<file path="config.mk">
export PLATFORM = sky130hd
export DESIGN_NAME = music_sequencer
export DESIGN_NICKNAME = d
export VERILOG_FILES = /design/src/rtl/music_sequencer.sv
export SDC_FILE = /design/constraint.sdc
export NUM_CORES = 1
export LEC_CHECK = 0
export CAP_MARGIN = 10
export CORE_AREA = 2 2 127 67
export CTS_CLUSTER_SIZE = 25
export DETAILED_ROUTE_END_ITERATION = 8
export DIE_AREA = 0 0 129 69
export GPL_ROUTABILITY_DRIVEN = 0
export RECOVER_POWER = 50
export SETUP_SLACK_MARGIN = 0.05
export SYNTH_ARGS = -nofsm -noshare
export SYNTH_HDL_FRONTEND = slang
export SYNTH_SLANG_ARGS = --single-unit
</file>
<file path="constraint.sdc">
create_clock -name clk_i -period 3.05 [get_ports clk_i]
set_clock_uncertainty 0.1 [all_clocks]
set_input_delay 0.4575 -clock clk_i [delete_from_list [all_inputs] [get_ports clk_i]]
set_output_delay 0.4575 -clock clk_i [all_outputs]
set_load 0.02 [all_outputs]
</file>
<file path="src/rtl/music_sequencer.sv">
// music_sequencer
//   Plays a melody stored in the music note ROM. It steps through ROM
//   addresses, holds each note for TICKS_PER_NOTE cycles and presents the
//   current note code to the tone generator. It supports play/pause, stop,
//   end-of-song detection (last address or a zero terminator) and optional
//   looping.
//
//   Optional build macro: MUSIC_GAP_EN
//     When defined, note_valid_o goes low for the last GAP_TICKS cycles of
//     every note, and stays low through the following fetch. Repeated
//     identical notes are then heard as separate notes. Timing is unchanged.
//
//   Ports
//     clk_i        system clock
//     reset_i      asynchronous, active-high reset
//     play_i       level: 1 = run, 0 = pause
//     stop_i       pulse: abort playback and rewind to address 0
//     loop_en_i    1 = restart at address 0 after the last note
//     rom_addr_o   registered ROM address
//     rom_note_i   ROM data, valid the cycle after rom_addr_o is sampled
//     note_o       current note code
//     note_valid_o 1 = tone generator sounds note_o
//     playing_o    1 in any state other than IDLE and DONE
//     song_done_o  one-cycle pulse when the song ends without looping
module music_sequencer #(
    parameter int TICKS_PER_NOTE = 12500000,
    parameter int SONG_LEN       = 32,
    parameter int GAP_TICKS      = 1250000
) (
    input  logic       clk_i,
    input  logic       reset_i,
    input  logic       play_i,
    input  logic       stop_i,
    input  logic       loop_en_i,
    output logic [7:0] rom_addr_o,
    input  logic [7:0] rom_note_i,
    output logic [7:0] note_o,
    output logic       note_valid_o,
    output logic       playing_o,
    output logic       song_done_o
);

    localparam int CW = $clog2(TICKS_PER_NOTE);
    localparam logic [CW-1:0] LAST_TICK = CW'(TICKS_PER_NOTE - 1);
    localparam logic [7:0]    LAST_ADDR = 8'(SONG_LEN - 1);
    localparam int            GAP_START = TICKS_PER_NOTE - GAP_TICKS;
`ifdef MUSIC_GAP_EN
    localparam bit GAP_EN = 1'b1;
`else
    localparam bit GAP_EN = 1'b0;
`endif

    typedef enum logic [2:0] {S_IDLE, S_FETCH, S_LOAD, S_HOLD, S_DONE} state_t;

    state_t        state_q, state_d;
    logic [7:0]    addr_q, addr_d;
    logic [7:0]    note_q, note_d;
    logic          nv_q, nv_d;       // note sounding, before pause/gap masking
    logic [CW-1:0] cnt_q, cnt_d;
    logic          done_q, done_d;
    logic          armed_q, armed_d; // DONE has seen play low; a high now restarts
    logic          end_song;

    always_ff @(posedge clk_i or posedge reset_i) begin
        if (reset_i) begin
            state_q <= S_IDLE;
            addr_q  <= 8'd0;
            note_q  <= 8'd0;
            nv_q    <= 1'b0;
            cnt_q   <= '0;
            done_q  <= 1'b0;
            armed_q <= 1'b0;
        end else begin
            state_q <= state_d;
            addr_q  <= addr_d;
            note_q  <= note_d;
            nv_q    <= nv_d;
            cnt_q   <= cnt_d;
            done_q  <= done_d;
            armed_q <= armed_d;
        end
    end

    always_comb begin
        state_d  = state_q;
        addr_d   = addr_q;
        note_d   = note_q;
        nv_d     = nv_q;
        cnt_d    = cnt_q;
        done_d   = 1'b0;
        armed_d  = armed_q;
        end_song = 1'b0;

        if (stop_i) begin
            state_d = S_IDLE;
            addr_d  = 8'd0;
            note_d  = 8'd0;
            nv_d    = 1'b0;
            cnt_d   = '0;
            armed_d = 1'b0;
        end else begin
            case (state_q)
                S_IDLE: begin
                    addr_d = 8'd0;
                    if (play_i) state_d = S_FETCH;
                end
                S_FETCH: state_d = S_LOAD;
                S_LOAD: begin
                    // A zero code marks the end of the programmed song.
                    if (rom_note_i == 8'd0) begin
                        end_song = 1'b1;
                    end else begin
                        note_d  = rom_note_i;
                        nv_d    = 1'b1;
                        cnt_d   = '0;
                        state_d = S_HOLD;
                    end
                end
                S_HOLD: begin
                    // Pause simply freezes the counter here.
                    if (play_i) begin
                        if (cnt_q == LAST_TICK) begin
                            // With the gap, silence lasts through the fetch.
                            if (GAP_EN) nv_d = 1'b0;
                            if (addr_q == LAST_ADDR) begin
                                end_song = 1'b1;
                            end else begin
                                addr_d  = addr_q + 8'd1;
                                state_d = S_FETCH;
                            end
                        end else begin
                            cnt_d = cnt_q + CW'(1);
                        end
                    end
                end
                S_DONE: begin
                    if (!play_i) begin
                        armed_d = 1'b1;
                    end else if (armed_q) begin
                        armed_d = 1'b0;
                        addr_d  = 8'd0;
                        state_d = S_FETCH;
                    end
                end
                default: state_d = S_IDLE;
            endcase

            if (end_song) begin
                if (loop_en_i) begin
                    addr_d  = 8'd0;
                    state_d = S_FETCH;
                end else begin
                    note_d  = 8'd0;
                    nv_d    = 1'b0;
                    done_d  = 1'b1;
                    armed_d = 1'b0;
                    state_d = S_DONE;
                end
            end
        end
    end

    // Pause and gap silence the tone without disturbing the held note code.
    always_comb begin
        note_valid_o = nv_q;
        if (state_q == S_HOLD) begin
            if (!play_i) note_valid_o = 1'b0;
            if (GAP_EN && (int'(cnt_q) >= GAP_START)) note_valid_o = 1'b0;
        end
    end

    assign rom_addr_o  = addr_q;
    assign note_o      = note_q;
    assign playing_o   = (state_q != S_IDLE) && (state_q != S_DONE);
    assign song_done_o = done_q;

endmodule

</file>
* After elaboration in Yosys (flattened, before gate mapping)
Cells that the tools add are included.
Operators by class: div/mod/pow operators 0, multipliers 0, reduce and logical (&&, ||, !) cells 7, equal/unequal tests 17, $add $sub $neg 2, order comparisons 0, muxes and demuxes 51, bitwise gates (word level) 0, shifts and indexed selects 0
Operators with widths (count):
- $mux W8 | 13
- $mux W24 | 4
- $pmux W24 S2 | 1
- $mux W3 | 10
- $ne A4 B4 Y1 const B | 7
- $add A24 B1 Y24 const B | 1
- $eq A24 B24 Y1 const B | 1
- $pmux W8 S3 | 1
- $mux W1 | 20
- $pmux W3 S5 | 1
- $ne A3 B3 Y1 const B | 4
- $add A8 B1 Y8 const B | 1
- $eq A8 B5 Y1 const B | 1
- $logic_not A8 Y1 | 1
- $reduce_and A7 Y1 | 1
- $eq A3 B2 Y1 const B | 2
- $reduce_bool A3 Y1 | 2
- $reduce_and A4 Y1 | 1
- $eq A3 B1 Y1 const B | 1
- $eq A3 B3 Y1 const B | 1
- $logic_not A3 Y1 | 1
- $pmux W1 S2 | 1
- $logic_and A1 B1 Y1 | 1
Word-level totals: RAM bits 0, memory bits (read-only) 0, logic and storage cells 84, input bits 13, bits in latches 0, memories kept 0, register bits after elaboration 46

* Logic depth before layout (Yosys ltp)
word-level depth 8, gate-level depth with buffers 8

* Least setup slack after synthesis
OpenSTA, ideal clock, no wires.
path type flip-flop to flip-flop, start point reg addr_q[0], in the netlist rom_addr_o[0], end point reg armed_q, buffers on the path 2, arrival 1970 ps, setup time 118 ps, cell stages (with the launch flop) 9, slack 861 ps, required time 2832 ps, path through dfrtp_1 > ha_1 > nand4_1 > or4_1 > clkbuf_1 > o31ai_2 > a21o_1 > buf_4 > nor2_1
Between the ends: cells in the longest elaborated chain, start to end 8
Ends and longest elaborated chain:
- from (decl) | line 56 | logic [7:0] addr_q, addr_d;
- from (signal assigned) | line 75 | addr_q <= addr_d;
- $eq A8 B5 Y1 | line 125 | if (addr_q == LAST_ADDR) begin
- $mux W1 | line 125
- $mux W1 | line 122 | if (cnt_q == LAST_TICK) begin
- $mux W1 | line 121 | if (play_i) begin
- $pmux W1 S2 | line 102 | case (state_q)
- $mux W1 | line 94 | if (stop_i) begin
- $mux W1 | line 148 | if (end_song) begin
- $mux W1 | line 94
- named net armed_d | line 61 | logic armed_q, armed_d;
- to (signal assigned) | line 80 | armed_q <= armed_d;
- to (decl) | line 61
The timed path passes the listed nets, and every way through them passes these cells. The select of a mux whose other input is x is not followed. A chain may end at the register's enable or synchronous reset.

* Final worst setup path
start point reg cnt_q[0], end point reg state_q[0]
Between the ends: cells in the longest elaborated chain, start to end 7, elaborated cells on any way between the ends 15, classes of those cells eq/ne (8); mux (6); reduce/logical (1)
Ends and longest elaborated chain:
- from (decl) | line 59 | logic [CW-1:0] cnt_q, cnt_d;
- from (signal assigned) | line 78 | cnt_q <= cnt_d;
- $eq A24 B24 Y1 (*) | line 122
- $mux W1 | line 122
- $mux W1 | line 121
- $pmux W1 S2 | line 102
- $mux W1 | line 94
- $ne A4 B4 Y1 (no line) / $mux W3 (equally long branches)
- $reduce_and A7 Y1 (no line) / $mux W3 (equally long branches)
- to (signal assigned) | line 74 | state_q <= state_d;
- to (decl) | line 55 | state_t state_q, state_d;
Every way passes the cells marked *; elsewhere a longest branch is shown, timed or not. The select of a mux whose other input is x is not followed.

==> summary.txt <==
Status
  • Status: finished clean

Global route
  • Vias in the first global route: 2220
  • Total grt overflow: 0
  • Largest net degree at the start of global routing: 47
  • First-pass GRT wire length: approximately 12000 µm
  • Total Routing Usage GR: 17.08%
  • Initial antenna violation count: 0

Yosys
  • Mapped Area: 2671 µm²
  • Top-count cell post-synth: dfrtp_1
  • Seq/Total Area, Yosys: 43.09%
  • Synth Flop Type: dfrtp_1
  • Yosys Warn Count: 0
  • Top cell type by total area after synthesis: dfrtp_1
  • Mapped Cells: 288
  • Largest cells by area after synthesis: dfrtp_1 43%, nand2_1 5.2%, a21oi_1 4.7%
  • EDFF count, synth: 0
  • Syn nets: 303
  • Synth Register Bits: 46
  • Unique cell type count in the Yosys netlist: 63
  • Post-synthesis async set-or-reset flop share: 100.0%
  • Synth top area share: 43.09%
  • Top post-synthesis cells by count: 46 x dfrtp_1, 37 x nand2_1, 28 x nor2_1
  • Mean area per synthesized cell: 9.275 µm²

Clock tree
  • Clock transition at path regs: ~0.070 ns
  • # resized after CTS: 0
  • Hold_buf cts: 0
  • Root buf cell: clkbuf_16
  • Clock tree buffer depth: 2
  • Num CTS Buffers: 5
  • TritonCTS clock tree: yes
  • Post-CTS setup buffers: 0
  • Clk Latency, worst-skew pair: 0.29 ns
  • H-tree Lvls: 2
  • Clock sink count: 46

Detailed routing
  • Vias per inst: between 5 and 6
  • Per-cell routed wire length: around 16 µm
  • Antenna Nets Post-Route: 0
  • Final wirelength: approximately 7000 µm
  • # DRC: 0
  • DRT iter0 DRCs: about 250
  • DR pass1 iterations: 5
  • Routed vias: 2326

Timing
  • Slew HR: 21.13%
  • Unrepaired setup endpoints after global routing: false
  • Final TNS setup: 0 ns
  • Least-Margin Pin Slew: roughly 1.2 ns
  • Crit share post-route: 86.67%
  • Final min period: between 2 and 3 ns
  • Final slew viol count: 0
  • Hold Fails Final Rpt: 0
  • Fmax: 378.3 MHz
  • Final Setup Violations: 0

Worst setup path
  • Slowest library cell on the worst path: nor4bb_1
  • Required time worst endpoint: 3.11 ns
  • Worst path max stage delay: between 0.4 and 0.5 ns
  • Critical path arrival: between 2 and 3 ns
  • Startpoint types: flop
  • Crit path max fanout: 11
  • CP cell instances: ha_1, nor4bb_1, nand4_2, or2_4, o31ai_2, a21o_1, a221oi_1
  • Setup CP Type: flop to flop
  • Endpoint class of the critical path: flop

Pwr
  • Peak VDD IR: roughly 0.20 mV
  • Total power: between 1 and 1.5 mW
  • Clock share of power: 44.1%
  • Combinational share of power: roughly 12%
  • Register share of total power: 44.3%
  • Internal: around 1.1 mW
  • Leak: 1.311 nW
  • Pwr per Cell Area: 436.5 nW/µm²
  • Net switching power: 0.3622 mW
  • Switching share of total power: between 20% and 30%

Finish
  • Final #Nets: 334
  • Diode count: 0
  • Area grow syn2layout: 22.86%
  • Fraction of layout cells with a size suffix above 1: about 13%

Floorplan
  • Number of core rows: 23
  • Top-level port count: 32
  • Die area: 8901 µm²
  • Die W: 129 µm
  • Die Ht: 69 µm
  • Core ar.: 7799 µm²
  • Initial core utilization: between 30% and 40%

Flow run
  • Max cap viols: 0

Hold path
  • Hold WC Path Type: flop to flop

Placed design
  • Hpwl dp: 5084 µm
  • Number of port buffers: 31
## metrics by stage
| step | cells | hold slack, ns | setup slack, ns | cell area, µm² | utilization, % |
|---|---|---|---|---|---|
| after global placement | 424 | 0.3954 | 0.3730 | 3114 | 39.93 |
| final | 432 | 0.4130 | 0.4065 | 3282 | 42.08 |
| after CTS | 432 | 0.4133 | 0.4648 | 3284 | 42.11 |
| after detailed placement | 424 | 0.3985 | 0.3173 | 3114 | 39.93 |
| after global routing | 432 | 0.4463 | 0.2715 | 3282 | 42.08 |
| after floorplan | 288 | 0.3602 | 0.8611 | 2671 | - |
## layout make-up
type                       count  area, µm²
inverter                       6      22.52
multi-input combinational    222       1425
tap                          112      140.1
fill                         784       4517
clock buffer                   5      125.1
sequential                    46       1151
timing repair buffer          38      372.9
clock inverter                 3      45.04
## worst paths after layout
path | from | end | slack (ns) | cells past startpoint
setup reg to reg | cnt_q[0] | state_q[0] | 0.41 | 7
hold reg to reg | nv_q | nv_q | 0.41 | 2
max in group asynchronous | reset_i | cnt_q[11] | 1.24 | 3
hold / removal | nv_q | nv_q | 0.41 | 2
setup / recovery | cnt_q[0] | state_q[0] | 0.41 | 7
min in group asynchronous | reset_i | cnt_q[4] | 0.88 | 3
## worst max-delay path, delay by kind of cell, from the launching register on
kind | cells | cell delay, ns
fa+ha+maj | 1 | 0.20
simple gates | 3 | 1.02
compound gates | 3 | 0.81
flops | 1 | 0.39
## metal layers
| layer | wire length [µm] | up-vias | share of wire [%] | GRT usage, % |
|---|---|---|---|---|
| met1 | 3916 | 1124 | 56 | 27.90 |
| met5 | 0 | - | 0 | 0 |
| met2 | 2569 | 84 | 36 | 21.34 |
| met3 | 507 | 7 | 7.2 | 5.357 |
| li1 | - | 1111 | - | - |
| met4 | 48 | 0 | 0.68 | 3.261 |
## power groups by stage
stage / registers [mW] / clock network (mW) / logic (mW)
5_1_grt: 0.635 / 0.676 / 0.185
4_1_cts: 0.634 / 0.651 / 0.170
3_3_place_gp: 0.645 / 0 / 0.167
2_1_floorplan: 0.650 / 0 / 0.0911
3_5_place_dp: 0.645 / 0 / 0.168
6_report: 0.634 / 0.632 / 0.167
## state kept, by name, summed over array words and instances (netlist names)
signal,cells
armed_q,1
cnt_q,24
note_o,8
nv_q,1
rom_addr_o,8
song_done_o,1
state_q,3
## cells in the final DEF, fill, tap and decap left out, types with 2 or more instances in the layout
cell type / instances
a2111oi_2: 3
a211oi_1: 2
a211oi_2: 4
a21o_1: 3
a21oi_1: 25
a31oi_1: 3
and2_1: 4
and3_1: 3
and4_1: 2
buf_4: 5
clkbuf_16: 5
clkdlybuf4s50_1: 21
clkinvlp_4: 2
dfrtp_1: 46
dlygate4sd3_1: 10
ha_1: 2
inv_1: 4
mux2i_1: 5
nand2_1: 37
nand3_1: 13
nand4_1: 11
nor2_1: 28
nor2_2: 5
nor2b_1: 2
nor3_1: 3
nor4_2: 2
nor4bb_1: 2
o21a_1: 2
o21ai_0: 9
or3_1: 7
or4_1: 2
xnor2_1: 12
## logic make-up after synthesis
kind of cell / synth area share, %
buf+inv: 3.560
flops: 43.09
mux: 1.874
simple gates: 27.78
xor+xnor: 3.934
compound gates: 18.83
fa+ha+maj: 0.9366
Note: power is estimated with default switching activity, not from simulation.
